==> src/rtl/digit_serial_addsub.sv <==
// Digit-serial adder/subtractor: DIGIT bits per clock with a registered carry between digits.
// Operands and results move on valid/ready handshakes; one operation in flight at a time.
module digit_serial_addsub #(
    parameter int unsigned WIDTH = 8,
    parameter int unsigned DIGIT = 2
) (
    input  logic             clk,
    input  logic             rst_n,
    input  logic             in_valid,
    output logic             in_ready,
    input  logic [WIDTH-1:0] a,
    input  logic [WIDTH-1:0] b,
    input  logic             carryin,
    input  logic             sub,
    output logic             out_valid,
    input  logic             out_ready,
    output logic [WIDTH-1:0] sum,
    output logic             carryout,
    output logic             overflow
);

    localparam int unsigned NDIG = WIDTH / DIGIT;
    localparam int unsigned CntW = (NDIG > 1) ? $clog2(NDIG) : 1;

    typedef enum logic [1:0] {
        StIdle,
        StRun,
        StDone
    } state_e;

    state_e           state_q, state_d;
    logic [WIDTH-1:0] a_q, a_d;
    logic [WIDTH-1:0] bq_q, bq_d;
    logic [WIDTH-1:0] acc_q, acc_d;
    logic [WIDTH-1:0] sum_q, sum_d;
    logic             c_q, c_d;
    logic             co_q, co_d;
    logic             ov_q, ov_d;
    logic [CntW-1:0]  cnt_q, cnt_d;

    logic [DIGIT-1:0] dig_a, dig_b, dig_s;
    logic             dig_c;
    logic             last_dig;

    assign dig_a    = a_q[cnt_q*DIGIT +: DIGIT];
    assign dig_b    = bq_q[cnt_q*DIGIT +: DIGIT];
    assign {dig_c, dig_s} = {1'b0, dig_a} + {1'b0, dig_b} + {{DIGIT{1'b0}}, c_q};
    assign last_dig = (cnt_q == CntW'(NDIG - 1));

    always_comb begin
        state_d = state_q;
        a_d     = a_q;
        bq_d    = bq_q;
        acc_d   = acc_q;
        sum_d   = sum_q;
        c_d     = c_q;
        co_d    = co_q;
        ov_d    = ov_q;
        cnt_d   = cnt_q;

        unique case (state_q)
            StIdle: begin
                if (in_valid) begin
                    // Subtraction is folded into addition of ~b with an inverted carry-in.
                    a_d     = a;
                    bq_d    = sub ? ~b : b;
                    c_d     = carryin ^ sub;
                    cnt_d   = '0;
                    acc_d   = '0;
                    state_d = StRun;
                end
            end
            StRun: begin
                acc_d[cnt_q*DIGIT +: DIGIT] = dig_s;
                c_d   = dig_c;
                cnt_d = cnt_q + 1'b1;
                if (last_dig) begin
                    sum_d   = acc_d;
                    co_d    = dig_c;
                    // Carry into the MSB recovered from its sum bit and operand bits.
                    ov_d    = dig_c ^ (dig_s[DIGIT-1] ^ dig_a[DIGIT-1] ^ dig_b[DIGIT-1]);
                    state_d = StDone;
                end
            end
            StDone: begin
                if (out_ready) begin
                    state_d = StIdle;
                end
            end
            default: state_d = StIdle;
        endcase
    end

    always_ff @(posedge clk or negedge rst_n) begin
        if (!rst_n) begin
            state_q <= StIdle;
            a_q     <= '0;
            bq_q    <= '0;
            acc_q   <= '0;
            sum_q   <= '0;
            c_q     <= 1'b0;
            co_q    <= 1'b0;
            ov_q    <= 1'b0;
            cnt_q   <= '0;
        end else begin
            state_q <= state_d;
            a_q     <= a_d;
            bq_q    <= bq_d;
            acc_q   <= acc_d;
            sum_q   <= sum_d;
            c_q     <= c_d;
            co_q    <= co_d;
            ov_q    <= ov_d;
            cnt_q   <= cnt_d;
        end
    end

    assign in_ready  = (state_q == StIdle);
    assign out_valid = (state_q == StDone);
    assign sum       = sum_q;
    assign carryout  = co_q;
    assign overflow  = ov_q;

endmodule

==> config.mk <==
export PLATFORM = sky130hd
export DESIGN_NAME = digit_serial_addsub
export DESIGN_NICKNAME = d
export VERILOG_FILES = /design/src/rtl/digit_serial_addsub.sv
export SDC_FILE = /design/constraint.sdc
export NUM_CORES = 1
export LEC_CHECK = 0
export ABC_AREA = 1
export CAP_MARGIN = 20
export CORE_ASPECT_RATIO = 1.5
export CORE_MARGIN = 2
export CORE_UTILIZATION = 47
export DETAILED_ROUTE_END_ITERATION = 12
export PLACE_DENSITY = 0.75
export SLEW_MARGIN = 20
export SYNTH_ARGS = -nofsm -noshare
export SYNTH_HDL_FRONTEND = slang
export SYNTH_SLANG_ARGS = --single-unit
==> constraint.sdc <==
create_clock -name clk -period 2.3 [get_ports clk]
set_input_delay 0.46 -clock clk [delete_from_list [all_inputs] [get_ports clk]]
set_output_delay 0.46 -clock clk [all_outputs]
set_load 0.005 [all_outputs]
* Word level (Yosys, flattened, before mapping)
Index checks and enable logic that the tools add are counted.
** Operators by class
- Muxes and demuxes :: 12
- Bitwise logic cells :: 5
- Add/sub/neg operators :: 4
- Reduce and logical (&&, ||, !) cells :: 6
- Equal/unequal tests :: 6
- Shifts and indexed selects :: 4
** Operators by type and width (count)
- $neg 3->34 :: 1
- $shift 2x34->8 const A :: 1
- $shiftx 2x34->8 :: 1
- $mux 8 :: 2
- $pmux 8 s2 :: 1
- $shiftx 8x4->2 :: 2
- $bwmux 8 :: 1
- $mux 2 :: 4
- $not 8->8 :: 1
- $pmux 2 s3 :: 1
- $reduce_and 2->1 :: 3
- $eq 2x2->1 const B :: 2
- $ne 2x2->1 const B :: 2
- $pmux 2 s2 :: 1
- $xor 1x1->1 :: 4
- $add 2x2->3 :: 1
- $add 3x1->3 :: 1
- $reduce_and 3->1 :: 1
- $add 2x1->2 const B :: 1
- $eq 2x1->1 const B :: 1
- $logic_not 2->1 :: 1
- $ne 2x1->1 const B :: 1
- $pmux 1 s2 :: 1
- $reduce_bool 2->1 :: 1
- $mux 1 :: 1
** Word-level totals
- Register bits :: 39
- Logic and storage cells :: 46
- Bits of input ports :: 22
- Output and inout port bits :: 12

* Longest topological paths before layout
Gate-level depths: netlist of the first run.
- Word-level depth :: 6
- Gate-level depth with buffers :: 14
- Mapped depth without buffers :: 13

* Worst setup path after synthesis of the first run
Ideal clock, no wire load.
- Kind :: reg-to-reg
- Start point :: register cnt_q[0]
- End point :: register ov_q (netlist: overflow)
- Path slack :: -0.086 ns
- Cell stages (with the launch flop) :: 13
- Setup time :: 0.117 ns
- Period minus slack after synthesis :: 2.386 ns
- Data required time :: 2.183 ns
- Buffers on the path :: 1
- Data arrival time :: 2.269 ns
- Cells stage by stage :: dfrtp_1 inv_1 buf_6 o21ai_0 o22ai_1 fa_1 fa_1 xnor2_1 nand3_1 nand2_1 nand2_1 nand3_1 nand2_1
** Between the ends
- Cells in the longest elaborated chain, start to end :: 6
- Elaborated cells on any way between the ends :: 9
- Classes of those cells :: add/sub (2); eq/ne (1); shift (2); bitwise (3); reduce/logical (1)
** RTL lines
- start: declaration :: line 39 : logic [CntW-1:0] cnt_q, cnt_d;
- start signal: assignment :: line 114 : cnt_q <= cnt_d;
- $shiftx 8x4->2, on equally long branches :: line 45, 46
- $add 2x2->3 :: line 47 : assign {dig_c, dig_s} = {1'b0, dig_a} + {1'b0, dig_b} + {{DIGIT{1'b0}}, c_q};
- $add 3x1->3 :: line 47
- $xor 1x1->1 (3 in a row) :: line 81 : ov_d = dig_c ^ (dig_s[DIGIT-1] ^ dig_a[DIGIT-1] ^ dig_b[DIGIT-1]);
- end signal: assignment :: line 113 : ov_q <= ov_d;
- end: declaration :: line 38 : logic ov_q, ov_d;
Parallel ways exist; a longest one is shown, timed or not.
A chain may end at the register's enable or synchronous reset.

* Worst setup path in the final report of the first run
Ends and elaborated chain as after synthesis.

==> results of run 1 <==
## layer usage
metal	vias up	wire, um	share of wire
met1	755	1660	0.41
met5	-	0	0
met4	0	136	0.034
li1	819	-	-
met3	9	165	0.041
met2	43	2080	0.51
## final cells by class
| class | instances | area share |
|---|---|---|
| clock buffer | 5 | 0.02682 |
| clock inverter | 3 | 0.005851 |
| inverter | 24 | 0.03706 |
| multi-input combinational | 157 | 0.3642 |
| sequential | 39 | 0.3808 |
| tap | 45 | 0.02194 |
| timing repair buffer | 44 | 0.1633 |
## report_power, final
group	leakage, uW	total, uW	internal (uW)	switching, uW
Sequential	0.000506	1180	989	191
Combinational	0.000662	2560	1160	1400
Clock	0.0000477	440	207	232
## registers in the layout (all words and copies together), names as in the netlist
register / count
state_q: 2
sum: 8
acc_q: 8
overflow: 1
c_q: 1
carryout: 1
cnt_q: 2
a_q: 8
bq_q: 8
## layout by cell type (no fill, tap or decap), drive strengths merged
master,synthesis,routed
clkinv,0,3
nor2,6,6
o31ai,1,1
clkdlybuf4s50,0,32
clkbuf,1,5
o22ai,13,13
ha,6,6
xnor2,10,10
nand3,11,11
o21ai,23,23
dfrtp,39,39
nand2,83,83
nand4,1,1
buf,6,12
fa,2,2
inv,24,24
o221ai,1,1
## how the worst max path moves through the flow
| stage | startpoint | endpoint | slack (ns) | cells after the start |
|---|---|---|---|---|
| 5_1_grt | cnt_q[0] | overflow | -0.17 | 10 |
| 4_1_cts | cnt_q[0] | overflow | -0.02 | 11 |
| 2_1_floorplan | cnt_q[0] | overflow | -0.05 | 12 |
| 3_3_place_gp | cnt_q[0] | overflow | -0.02 | 11 |
| 6_report | cnt_q[0] | overflow | -0.05 | 11 |
| 3_5_place_dp | cnt_q[0] | overflow | -0.11 | 11 |
## through the flow
step | hold slack (ns) | cell area (um^2) | setup TNS, ns | worst slack (ns)
floorplan | 0.1644 | 1998 | -0.04942 | -0.04942
global placement | 0.4617 | 2374 | -0.01894 | -0.01894
detailed placement | 0.4645 | 2374 | -0.1131 | -0.1131
CTS | 0.2972 | 2485 | -0.03230 | -0.01956
global route | 0.3489 | 2566 | -0.8507 | -0.1749
finish | 0.2639 | 2566 | -0.05807 | -0.04560
## cell families after synthesis
| logic type | synth area share |
|---|---|
| flops | 0.4930 |
| compound gates | 0.1094 |
| simple gates | 0.2168 |
| fa+ha+maj | 0.05815 |
| buf+inv | 0.07838 |
| xor+xnor | 0.04425 |
## repair_timing
| action | CTS | global route |
|---|---|---|
| setup endpoints to repair | 3 | 9 |
| cloned | 0 | 0 |
| endpoints found under the hold margin | 0 | 0 |
| gates resized for setup | 2 | 21 |
| pin swaps | 1 | 8 |
| setup buffers | 3 | 0 |
| hold buffers | 0 | 0 |
==> parameters.txt, run 1 <==
Parameter                              Value

Placed design
  Count of input and output buffers ... 33
  HPWL after DPL ... 2.808 mm
  Routability congestion estimate from global placement ... about 0.82
  Count of placed standard cells including taps ... between 300 and 400

GRT
  Global-route usage over all layers ... 0.1825
  Global route overflow ... 0
  Met1 global-route usage ... 0.2199
  M3 GR Usage ... 0.04806
  First-pass GRT wire length ... between 6 and 7 mm
  Met2 routing resource usage after global routing ... 0.2957
  Most Used Layer, Global Route ... met2
  Pin count of the biggest net entering global routing ... 40
  Via count of the first global-routing pass ... ~1,500
  Antenna violations before repair ... 0

STA
  Minimum setup slack in the final design ... -0.04560 ns
  Max-Slew Margin vs Limit ... 0.4386
  Setup repair after global routing missed its margin ... yes
  Max-slew violation total from the final report ... 0
  FMAX ... between 400 and 500 MHz
  Worst clock skew ... approximately 0.0034 ns
  Period minus WS final ... around 2.3 ns
  Transition time of the tightest slew-check pin ... about 0.84 ns
  Setup-failing EPs final ... 3
  Hold violation total from the final report ... 0
  Final worst-path cycle share ... 1.020

Critical path
  Source of the worst register-to-register timing path ... cnt_q[0]
  Critical Path RT ... approximately 2.5 ns
  CP Data Arrival Time ... between 2 and 3 ns
  Dominant delay contributor by cell family on the critical path ... adder cells
  Slowest-stage cell, CP ... sky130_fd_sc_hd__fa_2
  Crit Path Category ... flip-flop to flip-flop
  Startpoint kind of the worst setup timing path ... flip-flop
  Buffering stage count on the worst path with inverters included ... 2
  Ordered cell list for the critical path ... inv_4 > o21ai_0 > o22ai_1 > fa_2 > fa_2 > xnor2_2 > inv_1 > nand2_1 > nand3_1 > nand3_1 > nand2_1
  Count of cells along the worst register-to-register path ... 11
  FF-to-FF End ... overflow
  Longest individual stage delay on the worst path ... 0.57 ns
  Critical Path Sink Type ... flip-flop
  Worst-path fanout max ... 6
  Minimum setup slack among reg-to-reg paths ... -0.05 ns

Job
  Count of maximum capacitance violations ... 0

Cells and area
  Final core utilization ... 0.6425
  Ratio of cells with drive above 1 in the final layout ... 0.1838
  Finished Layout Cells ... between 300 and 400
  Total inserted antenna cells ... 0
  Number of inserted filler cells in the final layout ... 350
  Reg area ... 977.2 um^2
  Multi-input combinational cell area ... approximately 930 um^2
  Layout net count ... about 300
  Synth-to-layout area growth ... 29.65%

Logic synthesis
  Nets in the synthesized netlist ... ~260
  Count of mapped cells out of synthesis ... between 200 and 250
  Yosys reg bits ... 39
  Register area share after synthesis ... 0.4930
  List of most frequent post-synthesis cells ... sky130_fd_sc_hd__nand2_1 (79), sky130_fd_sc_hd__dfrtp_1 (39), sky130_fd_sc_hd__inv_1 (21), sky130_fd_sc_hd__o21ai_0 (20), sky130_fd_sc_hd__o22ai_1 (13)
  Most common cell in the synthesized netlist ... sky130_fd_sc_hd__nand2_1
  Top cell type by total area after synthesis ... sky130_fd_sc_hd__dfrtp_1
  Yosys synthesis warning count ... 0
  Count of cell types in the netlist ... 24
  Count of flip-flops with a built-in enable after synthesis ... 0
  Top post-synthesis cells by area ... sky130_fd_sc_hd__dfrtp_1 (49%), sky130_fd_sc_hd__nand2_1 (15%), sky130_fd_sc_hd__o21ai_0 (5.1%)
  Top FF cell, synth ... sky130_fd_sc_hd__dfrtp_1
  Mean instance size in the synthesized netlist ... between 8 and 9 um^2
  Fraction of registers with async set/reset ... 1.000
  Synthesized cell area ... roughly 0.0020 mm^2
  Area share of the largest cell type after synthesis ... 0.4930

Routing
  DR vias/cell ... just over 5
  Post-route ant nets ... 0
  DR WL/cell ... approximately 13 um
  Total wirelength of the detailed-routed design ... between 4 and 5 mm
  Vias after detailed routing ... 1,626
  DR pass1 iterations ... 6
  Remaining DRCs ... 0
  DRT iter0 DRCs ... 57

CTS
  H-tree levels ... 2
  Maximum number of buffers from clock root to sink ... 2
  Clock sink total ... 39
  Number of buffers created by CTS ... 5
  Clock slew seen by the registers of the worst setup and hold paths ... roughly 0.070 ns
  TritonCTS clock tree ... done
  Latest clock arrival within the worst-skew pair ... a little under 0.3 ns
  Clk root buf ... sky130_fd_sc_hd__clkbuf_8

Run status
  Violated checks ... negative setup slack
  Status ... complete, but fails checks

Floorplanning
  Die outline width ... ~57 um
  Die Span Y ... 83.48 um
  Site Rows ... 28
  Die Footprint ... 0.004757 mm^2
  Effective utilization at floorplan ... 0.4956
  I/O pin count ... 34
  Core region area ... 0.003994 mm^2

Power and ir drop
  Total power consumption of the routed design ... 4177 uW
  Power per Cell Area ... approximately 1600 mW/mm^2
  Pleak ... 0.001215 uW
  Peak supply drop ... roughly 1.3 mV

Hold path
  Hold crit path type ... input port to asynchronous set/reset pin
No activity file was read; power rests on OpenSTA's default activity.
==> run 2, diff against run 1 <==
--- a/config.mk
+++ b/config.mk
@@ -9,9 +9,10 @@
 export CAP_MARGIN = 20
 export CORE_ASPECT_RATIO = 1.5
 export CORE_MARGIN = 2
-export CORE_UTILIZATION = 47
+export CORE_UTILIZATION = 40
+export CTS_CLUSTER_SIZE = 20
 export DETAILED_ROUTE_END_ITERATION = 12
-export PLACE_DENSITY = 0.75
+export PLACE_DENSITY = 0.66
 export SLEW_MARGIN = 20
 export SYNTH_ARGS = -nofsm -noshare
 export SYNTH_HDL_FRONTEND = slang
==> run 2 against run 1 <==
- the run still ends with negative setup slack left
- register-to-register slack is essentially flat
- clock-buffer cell count rose by 2
- combinational power barely moved
- via count is 0.12% lower
- critical path depth stayed put
- setup slack better by 0.014 ns
- worst hold slack better by 0.0085 ns
- first-iteration DRC count shrank 60%
- wire length decreased by 0.69%
- critical endpoint unchanged
==> parameters.txt, run 2 (synthesis gave the netlist of run 1 again) <==
Parameter                              Value

Routing
  DRT iter0 DRCs ... 23 (-60%)
  Detailed-routed wire length on met2 ... 2.197 mm (+5.6%)
  Top Layer Used ... met4
  DR vias/cell ... 4.791 (-6.6%)
  Remaining DRCs ... 0 (unchanged)
  Total wirelength of the detailed-routed design ... 4.014 mm (-0.69%)
  DR WL/cell ... 11.84 um (-7.1%)
  Wire length the detailed router placed on met1 ... 1.628 mm (-1.9%)
  Post-route ant nets ... 0 (unchanged)
  DR pass1 iterations ... 4 (-2)
  Vias after detailed routing ... 1,624 (-0.12%)
  Routed length on met3 ... 106 um (-36%)

STA
  Max-Slew Margin vs Limit ... 0.4298 (-0.008807)
  Worst clock skew ... 0.009181 ns (+0.005758 ns)
  Minimum setup slack in the final design ... -0.03162 ns (+0.01397 ns)
  Setup-failing EPs final ... 4 (+1)
  Max-slew violation total from the final report ... 0 (unchanged)
  Final worst-path cycle share ... 1.014 (-0.006075)
  Hold violation total from the final report ... 0 (unchanged)
  Setup repair after global routing missed its margin ... yes
  FMAX ... 428.9 MHz (+0.60%)
  Transition time of the tightest slew-check pin ... 0.8552 ns (+0.01321 ns)
  Period minus WS final ... 2.332 ns (-0.01397 ns)

Placed design
  HPWL after DPL ... 2.941 mm (+4.7%)
  Count of input and output buffers ... 33 (unchanged)
  Instance area at placement ... 0.002400 mm^2 (+1.1%)
  Routability congestion estimate from global placement ... 0.7932 (-3.5%)
  Place WS ... -0.1135 ns (-0.0003700 ns)

CTS
  Maximum number of buffers from clock root to sink ... 2 (unchanged)
  Number of buffers created by CTS ... 5 (unchanged)
  Clock sink total ... 39 (unchanged)
  H-tree levels ... 2 (unchanged)
  Latest clock arrival within the worst-skew pair ... 0.29 ns (about the same)
  Hold-fix buffers at CTS ... 0 (unchanged)
  Clock slew seen by the registers of the worst setup and hold paths ... 0.08 ns (about the same)
  Clk root buf ... sky130_fd_sc_hd__clkbuf_8
  TritonCTS clock tree ... done

Floorplanning
  Die outline width ... 61.44 um (+7.8%)
  Site Rows ... 31 (+11%)
  Die Span Y ... 90.16 um (+8.0%)
  Effective utilization at floorplan ... 0.4116 (-0.08406)
  Core region area ... 0.004810 mm^2 (+20%)
  I/O pin count ... 34 (unchanged)
  Die Footprint ... 0.005539 mm^2 (+16%)

Critical path
  Slowest-stage cell, CP ... sky130_fd_sc_hd__fa_2
  Count of cells along the worst register-to-register path ... 11 (unchanged)
  Startpoint kind of the worst setup timing path ... flip-flop
  Minimum setup slack among reg-to-reg paths ... -0.03 ns (about the same)
  Dominant delay contributor by cell family on the critical path ... adder cells
  Worst-path fanout max ... 4 (-2)
  Buffering stage count on the worst path with inverters included ... 1 (-1)
  Longest individual stage delay on the worst path ... 0.58 ns (about the same)
  Critical Path Sink Type ... flip-flop
  Critical Path RT ... 2.48 ns (about the same)
  CP Data Arrival Time ... 2.52 ns (about the same)
  Number of cells on the critical path ... 11 (unchanged)
  Ordered cell list for the critical path ... buf_6 > o21ai_2 > o22ai_2 > fa_2 > fa_2 > xnor2_2 > nand3_1 > nand2_1 > nand2_2 > nand3_2 > nand2_1
  Crit Path Category ... flip-flop to flip-flop

Job
  Count of maximum capacitance violations ... 0 (unchanged)

Run status
  Status ... complete, but fails checks
  Violated checks ... negative setup slack

Hold path
  Hold crit path type ... input port to asynchronous set/reset pin

GRT
  Global route overflow ... 0 (unchanged)
  Antenna violations before repair ... 0 (unchanged)
  Pin count of the biggest net entering global routing ... 40 (unchanged)
  Via count of the first global-routing pass ... 1,584 (+4.7%)
  Global-route usage over all layers ... 0.1607 (-0.02175)
  First-pass GRT wire length ... 6.734 mm (+0.21%)

Cells and area
  Synth-to-layout area growth ... 30.03%
  Most common cell after layout, fill and taps aside ... sky130_fd_sc_hd__nand2_1
  Ratio of cells with drive above 1 in the final layout ... 0.1648 (-0.01899)
  Design Area, Final ... 0.002574 mm^2 (+0.29%)
  Commonest non-fill, non-tap cells in the layout ... sky130_fd_sc_hd__nand2_1 (78), sky130_fd_sc_hd__dfrtp_1 (38), sky130_fd_sc_hd__clkdlybuf4s50_1 (32)
  Number of inserted filler cells in the final layout ... 489 (+40%)
  Layout net count ... 302 (+0.33%)
  Total inserted antenna cells ... 0 (unchanged)

Power and ir drop
  Peak supply drop ... 0.5689 mV (-57%)
  Pleak ... 0.001211 uW (-0.34%)
  Power per Cell Area ... 1610 mW/mm^2 (-1.1%)
  Total power consumption of the routed design ... 4144 uW (-0.78%)
[run 2: cell types whose count changed in the layout (fill, tap and decap cells not counted), moves of 2 or more]
cell                       change
sky130_fd_sc_hd__inv_1         +2
sky130_fd_sc_hd__nor2_1        +2
sky130_fd_sc_hd__clkbuf_1      +2
sky130_fd_sc_hd__o21ai_2       +2
sky130_fd_sc_hd__o21ai_1       -2
sky130_fd_sc_hd__clkinv_2      -2
[run 2: per-layer routing]
| metal | up-vias | global-route usage |
|---|---|---|
| li1 | 815 | - |
| met1 | 775 | 0.1852 |
| met2 | 28 | 0.2766 |
| met3 | 6 | 0.03022 |
| met4 | 0 | 0.06915 |
| met5 | - | 0 |
[run 2: where the power goes]
group	internal [uW]	switching [uW]	total, uW
logic	1180	1350	2530
registers	989	185	1170
clock network	213	230	442
total	2380	1760	4140
[run 2: layout make-up]
cell class / count / area [um^2] / share of cell area
timing repair buffer: 45 / 426.7 / 0.1658
clock inverter: 1 / 5.005 / 0.001945
sequential: 39 / 977.2 / 0.3797
multi-input combinational: 157 / 913.4 / 0.3549
tap: 66 / 82.58 / 0.03209
clock buffer: 7 / 76.32 / 0.02965
inverter: 24 / 92.59 / 0.03597
[run 2: metrics by stage]
stage / utilization / std cells / TNS, ns / hold WS [ns]
6_report: 0.5351 / 339 / -0.08114 / 0.2724
5_1_grt: 0.5351 / 339 / -0.6801 / 0.3542
4_1_cts: 0.5221 / 336 / -0.02508 / 0.3029
3_5_place_dp: 0.4990 / 327 / -0.1164 / 0.4645
3_3_place_gp: 0.4990 / 327 / -0.04286 / 0.4625
2_1_floorplan: - / 227 / -0.04942 / 0.1644
[run 2: what timing repair did]
item / in CTS / in global routing
resized for setup: 7 / 9
endpoints found under the setup margin: 3 / 9
pin swaps: 9 / 6
setup buffers: 1 / 3
[run 2: final timing paths]
path	from	to
min in group clk	sum[2]	sum[2]
worst min-delay path	rst_n	state_q[1]
worst max register to register	cnt_q[0]	overflow
max in group asynchronous	rst_n	cnt_q[1]
worst min register to register	sum[2]	sum[2]
worst max-delay path	cnt_q[0]	overflow
==> run 3, diff against run 2 <==
--- a/config.mk
+++ b/config.mk
@@ -10,8 +10,10 @@
 export CORE_ASPECT_RATIO = 1.5
 export CORE_MARGIN = 2
 export CORE_UTILIZATION = 40
+export CTS_BUF_LIST = sky130_fd_sc_hd__clkbuf_16
 export CTS_CLUSTER_SIZE = 20
 export DETAILED_ROUTE_END_ITERATION = 12
+export GPL_TIMING_DRIVEN = 1
 export PLACE_DENSITY = 0.66
 export SLEW_MARGIN = 20
 export SYNTH_ARGS = -nofsm -noshare
==> constraint.sdc (replaced) <==
create_clock -name clk -period 2.3 [get_ports clk]
set_input_delay 0.345 -clock clk [delete_from_list [all_inputs] [get_ports clk]]
set_output_delay 0.345 -clock clk [all_outputs]
set_load 0.005 [all_outputs]
==> run 3 against run 2 <==
- the run still ends with negative setup slack left
- cell area is 1.8% higher
- via count increased by 0.37%
- die area did not move
- clock-buffer cell count shrank 2
- maximum frequency increased by 0.99%
- critical path depth unchanged
- global-route usage down 0.080 points
- clock power grew 46%
==> parameters.txt, run 3 (synthesis gave the netlist of run 1 again) <==
Parameter                              Value

GRT
  Pin count of the biggest net entering global routing ... 40 (unchanged)
  Global route overflow ... 0 (unchanged)
  Global-route usage over all layers ... 0.1599 (-0.0008007)
  First-pass GRT wire length ... 6.679 mm (-0.82%)
  Antenna violations before repair ... 0 (unchanged)
  Via count of the first global-routing pass ... 1,577 (-0.44%)

Floorplanning
  Die Footprint ... 0.005539 mm^2 (unchanged)
  I/O pin count ... 34 (unchanged)
  Effective utilization at floorplan ... 0.4116 (unchanged)
  Site Rows ... 31 (unchanged)
  Die Span Y ... 90.16 um (unchanged)
  Die outline width ... 61.44 um (unchanged)
  Core region area ... 0.004810 mm^2 (unchanged)

Cells and area
  Total inserted antenna cells ... 0 (unchanged)
  Reg area ... 977.2 um^2 (unchanged)
  Number of inserted filler cells in the final layout ... 487 (-0.41%)
  Commonest non-fill, non-tap cells in the layout ... sky130_fd_sc_hd__nand2_1 (78), sky130_fd_sc_hd__dfrtp_1 (38), sky130_fd_sc_hd__clkdlybuf4s50_1 (32)
  Layout net count ... 301 (-0.33%)
  Synth-to-layout area growth ... 32.36%
  Most common cell after layout, fill and taps aside ... sky130_fd_sc_hd__nand2_1
  Ratio of cells with drive above 1 in the final layout ... 0.1618 (-0.003070)
  Multi-input combinational cell area ... 914.6 um^2 (+0.14%)

Critical path
  Worst-path fanout max ... 4 (unchanged)
  Crit path from ... cnt_q[0]
  Critical Path Sink Type ... flip-flop
  Crit Path Category ... flip-flop to flip-flop
  Startpoint kind of the worst setup timing path ... flip-flop
  CP Data Arrival Time ... 2.48 ns (-0.04 ns)
  Critical Path RT ... 2.47 ns (about the same)
  Source of the worst register-to-register timing path ... cnt_q[0]

Routing
  DR WL/cell ... 11.92 um (+0.70%)
  DR vias/cell ... 4.822 (+0.67%)
  Routed length on met3 ... 114 um (+7.5%)
  Wire length the detailed router placed on met1 ... 1.647 mm (+1.2%)
  Total wirelength of the detailed-routed design ... 4.030 mm (+0.40%)
  Vias after detailed routing ... 1,630 (+0.37%)
  Detailed-routed wire length on met2 ... 2.186 mm (-0.50%)
  DR pass1 iterations ... 4 (unchanged)
  Remaining DRCs ... 0 (unchanged)
  Post-route ant nets ... 0 (unchanged)
  DRT iter0 DRCs ... 38 (+65%)
  Top Layer Used ... met4

Placed design
  Routability congestion estimate from global placement ... 0.7932 (unchanged)
  Place WS ... -0.1135 ns (unchanged)
  Count of input and output buffers ... 33 (unchanged)
  HPWL after DPL ... 2.941 mm (unchanged)

Power and ir drop
  Power per Cell Area ... 1622 mW/mm^2 (+0.76%)
  Pleak ... 0.001240 uW (+2.4%)
  Peak supply drop ... 0.5901 mV (+3.7%)

STA
  Setup repair after global routing missed its margin ... yes
  Max-Slew Margin vs Limit ... 0.4313 (+0.001505)
  Final worst-path cycle share ... 1.004 (-0.009913)
  Max-slew violation total from the final report ... 0 (unchanged)
  Transition time of the tightest slew-check pin ... 0.8530 ns (-0.002257 ns)
  Period minus WS final ... 2.309 ns (-0.02280 ns)
  Minimum setup slack in the final design ... -0.008821 ns (+0.02280 ns)
  Hold violation total from the final report ... 0 (unchanged)
  Setup TNS ... -0.01336 ns (+0.06778 ns)
  FMAX ... 433.1 MHz (+0.99%)
  Setup-failing EPs final ... 2 (-2)
  Worst clock skew ... 0.002434 ns (-0.006748 ns)
  Post-route worst hold slack ... 0.1755 ns (-0.09694 ns)

Job
  Count of maximum capacitance violations ... 0 (unchanged)

CTS
  TritonCTS clock tree ... done
  Maximum number of buffers from clock root to sink ... 2 (unchanged)
  Hold-fix buffers at CTS ... 0 (unchanged)
  Number of buffers created by CTS ... 5 (unchanged)
  H-tree levels ... 2 (unchanged)
  Clk root buf ... sky130_fd_sc_hd__clkbuf_16
  Latest clock arrival within the worst-skew pair ... 0.28 ns (about the same)
  Clock slew seen by the registers of the worst setup and hold paths ... 0.05 ns (-0.03 ns)
  Clock sink total ... 39 (unchanged)

Run status
  Status ... complete, but fails checks
  Violated checks ... negative setup slack

Hold path
  Hold crit path type ... input port to asynchronous set/reset pin
## run 3: where the power goes
part | switching, uW | total, uW | leakage, uW | internal (uW)
Clock | 253 | 644 | 0.0000762 | 391
Sequential | 183 | 1170 | 0.000506 | 991
Combinational | 1340 | 2430 | 0.000658 | 1090
## run 3: critical path, cell delays in order (launching register included)
cell and delay (ns):
sky130_fd_sc_hd__dfrtp_1 0.41, sky130_fd_sc_hd__buf_6 0.14, sky130_fd_sc_hd__o21ai_2 0.13, sky130_fd_sc_hd__o22ai_2 0.10, sky130_fd_sc_hd__fa_2 0.37, sky130_fd_sc_hd__fa_2 0.57, sky130_fd_sc_hd__xnor2_2 0.12, sky130_fd_sc_hd__nand3_1 0.11
sky130_fd_sc_hd__nand2_1 0.10, sky130_fd_sc_hd__nand2_2 0.06, sky130_fd_sc_hd__nand3_2 0.05, sky130_fd_sc_hd__nand2_1 0.04
## run 3: area by class of cell
| class | instances | area share |
|---|---|---|
| Sequential cell | 39 | 0.3730 |
| Timing Repair Buffer | 44 | 0.1585 |
| Multi-Input combinational cell | 157 | 0.3491 |
| Inverter | 24 | 0.03534 |
| Clock inverter | 3 | 0.004776 |
| Tap cell | 66 | 0.03152 |
| Clock buffer | 5 | 0.04776 |
## run 3: metal layers
layer / vias up / GRT usage
met5: - / 0
met1: 778 / 0.1835
li1: 815 / -
met4: 0 / 0.06915
met2: 32 / 0.2730
met3: 5 / 0.03453
## run 3: worst paths after layout
| check | to | slack, ns | depth (start not counted) |
|---|---|---|---|
| max | overflow | -0.009 | 11 |
| min | state_q[1] | 0.18 | 1 |
| max reg2reg | overflow | -0.009 | 11 |
| min reg2reg | sum[2] | 0.47 | 2 |
| max in group asynchronous | cnt_q[1] | 1.54 | 1 |
| min in group clk | sum[2] | 0.47 | 2 |
## run 3: timing repair
item / in CTS / in global routing
hold endpoints to repair: 0 / 0
buffers inserted: 0 / 3
setup endpoints to repair: 3 / 9
pin swaps: 2 / 3
resized for setup: 4 / 12
## run 3: through the flow
step | cells | total power [uW] | utilization | cell area, um^2
after floorplan | 227 | 2645 | - | 1998
after global placement | 327 | 3206 | 0.4990 | 2400
after detailed placement | 327 | 3249 | 0.4990 | 2400
after CTS | 335 | 4006 | 0.5304 | 2551
after global routing | 338 | 4590 | 0.5447 | 2620
final | 338 | 4251 | 0.5447 | 2620
